==> config.mk <==
export PLATFORM = sky130hd
export DESIGN_NAME = prv_trap_ctrl
export DESIGN_NICKNAME = d
export VERILOG_FILES = /design/src/rtl/prv_trap_ctrl.sv
export SDC_FILE = /design/constraint.sdc
export NUM_CORES = 1
export LEC_CHECK = 0
export ABC_AREA = 1
export ABC_CLOCK_PERIOD_IN_PS = 7020
export CAP_MARGIN = 20
export CORE_MARGIN = 8
export CORE_UTILIZATION = 30
export CTS_CLUSTER_DIAMETER = 150
export CTS_CLUSTER_SIZE = 10
export DETAILED_ROUTE_END_ITERATION = 7
export GPL_ROUTABILITY_DRIVEN = 0
export GPL_TIMING_DRIVEN = 0
export PLACE_DENSITY = 0.65
export SLEW_MARGIN = 20
export SYNTH_ARGS = -nofsm -noshare
export SYNTH_HDL_FRONTEND = slang
export SYNTH_SLANG_ARGS = --single-unit
==> constraint.sdc <==
create_clock -name CLK -period 7.02 [get_ports CLK]
set_clock_uncertainty 0.1 [all_clocks]
set_input_delay 1.404 -clock CLK [delete_from_list [all_inputs] [get_ports CLK]]
set_output_delay 1.404 -clock CLK [all_outputs]
set_load 0.01 [all_outputs]
==> src/rtl/prv_trap_ctrl.sv <==
// Machine-mode trap sequencer: prioritises exceptions, interrupts and mret,
// drains the pipeline, then issues a one-cycle PC insertion with CSR commit strobes.
module prv_trap_ctrl #(
    parameter int               XLEN     = 32,
    parameter int               N_INT    = 12,
    parameter logic [N_INT-1:0] IRQ_EDGE = '0
) (
    input  logic             CLK,
    input  logic             RST,
    input  logic [8:0]       exc_vec,
    input  logic [XLEN-1:0]  exc_pc,
    input  logic             mret,
    input  logic [N_INT-1:0] irq,
    input  logic [N_INT-1:0] irq_en,
    input  logic             global_ie,
    input  logic [XLEN-1:0]  int_pc,
    input  logic [XLEN-1:0]  mtvec,
    input  logic [XLEN-1:0]  mepc,
    input  logic             pipe_empty,
    output logic             pipe_flush,
    output logic             insert_pc,
    output logic [XLEN-1:0]  npc,
    output logic             intr,
    output logic             trap_commit,
    output logic             ret_commit,
    output logic [XLEN-1:0]  cause,
    output logic [XLEN-1:0]  epc,
    output logic [N_INT-1:0] irq_pending,
    output logic             busy
);

    localparam int IDXW = (N_INT > 1) ? $clog2(N_INT) : 1;

    // Handshake: pipe_flush stays high from DRAIN entry through the INSERT cycle;
    // the hazard unit answers with pipe_empty, and insert_pc/commit strobes are single-cycle.
    typedef enum logic [1:0] {
        S_IDLE   = 2'd0,
        S_DRAIN  = 2'd1,
        S_INSERT = 2'd2
    } state_t;

    state_t            state;
    logic              is_ret;
    logic [IDXW-1:0]   trap_idx;
    logic [N_INT-1:0]  pend;
    logic [N_INT-1:0]  irq_prev;
    logic [N_INT-1:0]  eligible;
    logic [N_INT-1:0]  pend_clr;
    logic [IDXW-1:0]   int_idx;
    logic              int_req;
    logic              exc_req;
    logic [3:0]        exc_code;
    logic [XLEN-1:0]   vec_base;

    assign irq_pending = (pend & IRQ_EDGE) | (irq & ~IRQ_EDGE);
    assign eligible    = irq_pending & irq_en;
    assign int_req     = global_ie & (|eligible);
    assign exc_req     = |exc_vec;
    assign vec_base    = {mtvec[XLEN-1:2], 2'b00};

    // Highest eligible index wins.
    always_comb begin
        int_idx = '0;
        for (int i = 0; i < N_INT; i++) begin
            if (eligible[i]) int_idx = IDXW'(i);
        end
    end

    always_comb begin
        exc_code = 4'd0;
        if (exc_vec[3])      exc_code = 4'd3;
        else if (exc_vec[1]) exc_code = 4'd1;
        else if (exc_vec[2]) exc_code = 4'd2;
        else if (exc_vec[0]) exc_code = 4'd0;
        else if (exc_vec[8]) exc_code = 4'd11;
        else if (exc_vec[6]) exc_code = 4'd6;
        else if (exc_vec[4]) exc_code = 4'd4;
        else if (exc_vec[7]) exc_code = 4'd7;
        else if (exc_vec[5]) exc_code = 4'd5;
    end

    always_comb begin
        pend_clr = '0;
        for (int i = 0; i < N_INT; i++) begin
            pend_clr[i] = (state == S_INSERT) && intr && (trap_idx == IDXW'(i));
        end
    end

    // A fresh edge in the clearing cycle keeps the source pending.
    always_ff @(posedge CLK or posedge RST) begin
        if (RST) begin
            pend     <= '0;
            irq_prev <= '0;
        end else begin
            irq_prev <= irq;
            pend     <= (pend & ~pend_clr) | (irq & ~irq_prev & IRQ_EDGE);
        end
    end

    always_ff @(posedge CLK or posedge RST) begin
        if (RST) begin
            state       <= S_IDLE;
            is_ret      <= 1'b0;
            trap_idx    <= '0;
            pipe_flush  <= 1'b0;
            insert_pc   <= 1'b0;
            npc         <= '0;
            intr        <= 1'b0;
            trap_commit <= 1'b0;
            ret_commit  <= 1'b0;
            cause       <= '0;
            epc         <= '0;
            busy        <= 1'b0;
        end else begin
            case (state)
                S_IDLE: begin
                    if (exc_req || int_req || mret) begin
                        state      <= S_DRAIN;
                        pipe_flush <= 1'b1;
                        busy       <= 1'b1;
                    end
                    if (exc_req) begin
                        cause  <= XLEN'(exc_code);
                        epc    <= exc_pc;
                        intr   <= 1'b0;
                        is_ret <= 1'b0;
                    end else if (int_req) begin
                        cause    <= {1'b1, (XLEN-1)'(int_idx)};
                        epc      <= int_pc;
                        intr     <= 1'b1;
                        is_ret   <= 1'b0;
                        trap_idx <= int_idx;
                    end else if (mret) begin
                        intr   <= 1'b0;
                        is_ret <= 1'b1;
                    end
                end
                S_DRAIN: begin
                    if (pipe_empty) begin
                        state       <= S_INSERT;
                        insert_pc   <= 1'b1;
                        trap_commit <= ~is_ret;
                        ret_commit  <= is_ret;
                        if (is_ret)
                            npc <= mepc;
                        else if (intr && mtvec[1:0] == 2'b01)
                            npc <= vec_base + (XLEN'(trap_idx) << 2);
                        else
                            npc <= vec_base;
                    end
                end
                S_INSERT: begin
                    state       <= S_IDLE;
                    insert_pc   <= 1'b0;
                    trap_commit <= 1'b0;
                    ret_commit  <= 1'b0;
                    pipe_flush  <= 1'b0;
                    busy        <= 1'b0;
                end
                default: begin
                    state <= S_IDLE;
                end
            endcase
        end
    end

endmodule

# ---- After elaboration in Yosys (flattened, before gate mapping)
# Cells that the tools add are included.
dict set report classes {
  n_eq_ne 5
  add_sub_neg 1
  n_reduce_logical 17
  n_bitwise 4
  n_mux 43
}
# operator n
set op_table {}
lappend op_table {{two-way mux 32 bit} 6}
lappend op_table {{two-way mux 4 bit} 9}
lappend op_table {{adder 32 x 6 -> 32 bit} 1}
lappend op_table {{two-way mux 3 bit} 8}
lappend op_table {{bitwise AND 12 bit} 1}
lappend op_table {{AND reduction 2 bit} 6}
lappend op_table {{OR reduction 12 bit} 1}
lappend op_table {{two-way mux 1 bit} 11}
lappend op_table {{OR reduction 9 bit} 1}
lappend op_table {{two-way mux 2 bit} 4}
lappend op_table {{case mux 1 bit (2 select lines)} 4}
lappend op_table {{nonzero test 2 bit} 3}
lappend op_table {{== test 2 x 1 -> 1 bit (second input constant)} 2}
lappend op_table {{!= test 2 bit (second input constant)} 2}
lappend op_table {{case mux 2 bit (2 select lines)} 1}
lappend op_table {{AND reduction 3 bit} 1}
lappend op_table {{nonzero test 3 bit} 1}
lappend op_table {{== test 2 bit (second input constant)} 1}
lappend op_table {{logical NOT 2 bit} 1}
lappend op_table {{logical OR 1 bit} 2}
lappend op_table {{NOT 1 bit} 2}
lappend op_table {{bitwise AND 1 bit} 1}
lappend op_table {{logical AND 1 bit} 1}
dict set report totals {
  in_bits 166
  elab_cells 81
  out_inout_bits 114
  regBits 108
}

# ---- Logic depth before layout (Yosys ltp)
dict set report logic_depth {
  word_depth 14
  depth_mapped 14
  mapped_depth_nobuf 14
}

# ---- Worst setup path before layout
# OpenSTA, ideal clock, no wires.
dict set report synth_path {
  kind {in2out}
  startpoint {input port irq[0]}
  endpoint {output port irq_pending[0]}
  arrival_time_ps 1523
  stages 1
  path_slack_ps 3993
  n_path_buf 1
  required_time_ps 5516
  cell_sequence {buf_4}
}
# item line
set synth_lines {}
lappend synth_lines {{start, declared} 13} ;# input logic [N_INT-1:0] irq,
lappend synth_lines {{end, declared} 28} ;# output logic [N_INT-1:0] irq_pending,
# No word-level cell between the ends.

# ---- Worst setup path after layout
dict set report layout_path {
  startpoint {input port irq[8]}
  endpoint {output port irq_pending[8]}
}
# No word-level cell between the ends.

==> out/qor.yml <==
htreeDepth: 3
syn_area_per_cell_um2: 7.108
max_slew_margin_pct: 56.63
drv_cap: 0
dp_worst_setup_slack_ns: 2.984
core-area_mm2: 0.01647
fin_nets: 1166
vdd_drop_max_uv: 169.9
dpl.hpwl_um: 16050
rsz0062_at_grt: "false"
clock_latency_ns: 0.34
grt_pass1_vias: 5736
totalWireLength_um: 19720
die-area_mm2: 0.02109
area_growth_pct: 65.27
antennaDiodeCount: 0
drive_gt1_share_pct: 7.900
grt_pass1_wl_um: 31640
synth-seq-cells: 81
clk_pin_slew_ns: 0.06
syn_inst: 705
hold_viol: 0
holdBufCountCts: 0
crit_type: "input pin to output port"
min_period_ns: 4.035
synthMuxAreaShare_pct: 0
crit_arrival_ns: 2.53
cts.sinks: 81
cts_resized: 0
synth_cell_types: 36
antenna_found_initial: 1
setup_violations: 0
io_buffers: 252
routed-via-count: 5469
grt.overflow.total: 0
cp.required_ns: 5.52
final.setup.tns_ns: 0
dr.pass1.iters: 6
io_pins: 280
numCtsBuffers: 9
clockRootBuffer: "clkbuf_16"
cts.path.max_buffers: 2
maxSlewViolCount: 0
synth_top_family_by_area: "simple AND/OR/NAND/NOR gates"
placementRows: 47
seq_area_frac_synth_pct: 40.45
critPathCaptureType: "output port"
synth_top_area_share_pct: 40.45
die_w_um: 145.2
tightest_slew_ns: 0.6506
synthAdderAreaFrac_pct: 1.398
critPathMaxFanout: 2
ant_nets: 0
drc: 0
avgViaCountPerCell: 4.483
yosys.area.top_type: "dfrtp_1"
powerDensity_mw_per_mm2: 299.9
grt_usage_pct: 18.76
yosysWarnings: 0
fmax_mhz: 247.8
postCtsSetupBuffers: 0
wl_per_cell_um: 16.17
yosys-top-cells-area: "dfrtp_1 (40%), nand2_1 (20%), buf_4 (6.0%)"
outcome: "finished clean"
start_util_pct: 30.43
syn-cell-area_mm2: 0.005011
synth_compound_area_share_pct: 11.91
cts_tree: "built"
fin_crit_sh_pct: 57.47
first_iter_violations: 260
hold_path_class: "flip-flop to flip-flop"
die_h_um: 145.2
grt_max_degree: 48
leakagePower_uw: 0.003858
start_kind: "input pin"
synthSimpleGateAreaFrac_pct: 32.86
synth-xor-area-share_pct: 1.573
setup_ws_ns: 2.985
## through the flow
stage	power (µW)	utilization, %	instances	hold WS, ns	instance area, µm²
finish	2484	50.30	1220	0.3775	8282
global route	2660	50.30	1220	0.4088	8282
CTS	2522	50.30	1220	0.3818	8282
detailed placement	1949	48.20	1204	0.3653	7936
global placement	1938	48.02	1203	0.3574	7906
floorplan	1284	-	731	0.3528	5109
## synth_stat cells (all sizes together)
| cell | n |
|---|---|
| nand2 | 270 |
| dfrtp | 81 |
| nor2 | 79 |
| buf | 50 |
| inv | 42 |
| a31oi | 35 |
| nand3 | 33 |
| o21ai | 31 |
| a21oi | 15 |
| clkbuf | 14 |
| a22oi | 9 |
| nor3 | 9 |
| nand4 | 8 |
| xor2 | 5 |
| ha | 4 |
| o22ai | 4 |
| xnor2 | 4 |
| a22o | 2 |
| o21bai | 2 |
| o31ai | 2 |
| conb | 1 |
| fa | 1 |
| nand3b | 1 |
| nor4 | 1 |
| o21a | 1 |
| or2 | 1 |
## kinds of logic (layout without fill, tap and decap cells)
kind of cell               count (synthesis)  in the layout
and+or+nand+nor                          402            402
DFF                                       81             81
adders and majority gates                  5              5
AOI/OAI and AO/OA                        101            101
other                                      1             27
buffers and inverters                    106            375
xor gates and xnor gates                   9              9
## final timing paths
path	from	end	slack, ns	cells past startpoint
min in group asynchronous	RST	epc[24]	1.34	2
worst min-delay path	npc[19]	npc[19]	0.38	2
worst max register to register	trap_idx[2]	npc[21]	4.77	10
worst max-delay path	irq[8]	irq_pending[8]	2.99	3
worst min register to register	npc[19]	npc[19]	0.38	2
max in group asynchronous	RST	npc[9]	4.87	3
## area by class of cell
| type | instances | area (µm²) |
|---|---|---|
| timing repair buffer | 253 | 2550 |
| buffer | 64 | 427.9 |
| fill | 1672 | 8184 |
| clock buffer | 11 | 242.7 |
| tap | 220 | 275.3 |
| inverter | 42 | 162.7 |
| sequential | 81 | 2027 |
| clock inverter | 5 | 102.6 |
| multi-input combinational | 544 | 2494 |
## worst max-delay path: stages
cell	delay, ns
clkdlybuf4s50_1	0.48
buf_4	0.11
clkdlybuf4s50_1	0.54
## cells in the final DEF, fill, tap and decap left out, types with 4 or more instances in the layout
cell type,synthesis,final
buf_6,4,4
clkbuf_1,14,15
inv_1,40,39
nand2_1,267,267
nand4_1,8,8
clkbuf_16,0,9
o22ai_1,4,4
conb_1,1,27
xnor2_1,4,4
a22oi_1,9,9
a21oi_1,15,15
xor2_1,5,5
o21ai_0,29,29
buf_4,40,40
ha_1,4,4
nor3_1,8,8
buf_2,6,6
a31oi_1,35,35
nor2_1,76,76
nand3_1,31,31
clkdlybuf4s50_1,0,252
dfrtp_1,81,81
## report_power, final
| part | leakage, µW | internal, µW | total (µW) | switching (µW) |
|---|---|---|---|---|
| clock | 0.000166 | 357 | 557 | 200 |
| sequential | 0.000958 | 664 | 774 | 109 |
| combinational | 0.00274 | 609 | 1150 | 544 |
## metal layers
layer  part of all wire, %  global-route usage (%)  vias to the layer above
met3                    12                   7.898                       22
met5                 0.066                       0                        -
li1                      -                       -                     2801
met1                    39                   21.50                     2408
met2                    47                   31.40                      236
met4                   1.7                   5.414                        2
## registers in the layout, indices dropped and copies added, names as in the netlist
| name | cells |
|---|---|
| cause | 5 |
| ret_commit | 1 |
| trap_idx | 4 |
| pipe_flush | 1 |
| epc | 32 |
| is_ret | 1 |
| insert_pc | 1 |
| intr | 1 |
| npc | 32 |
| state | 2 |
| trap_commit | 1 |
Note: power is estimated with default switching activity, not from simulation.
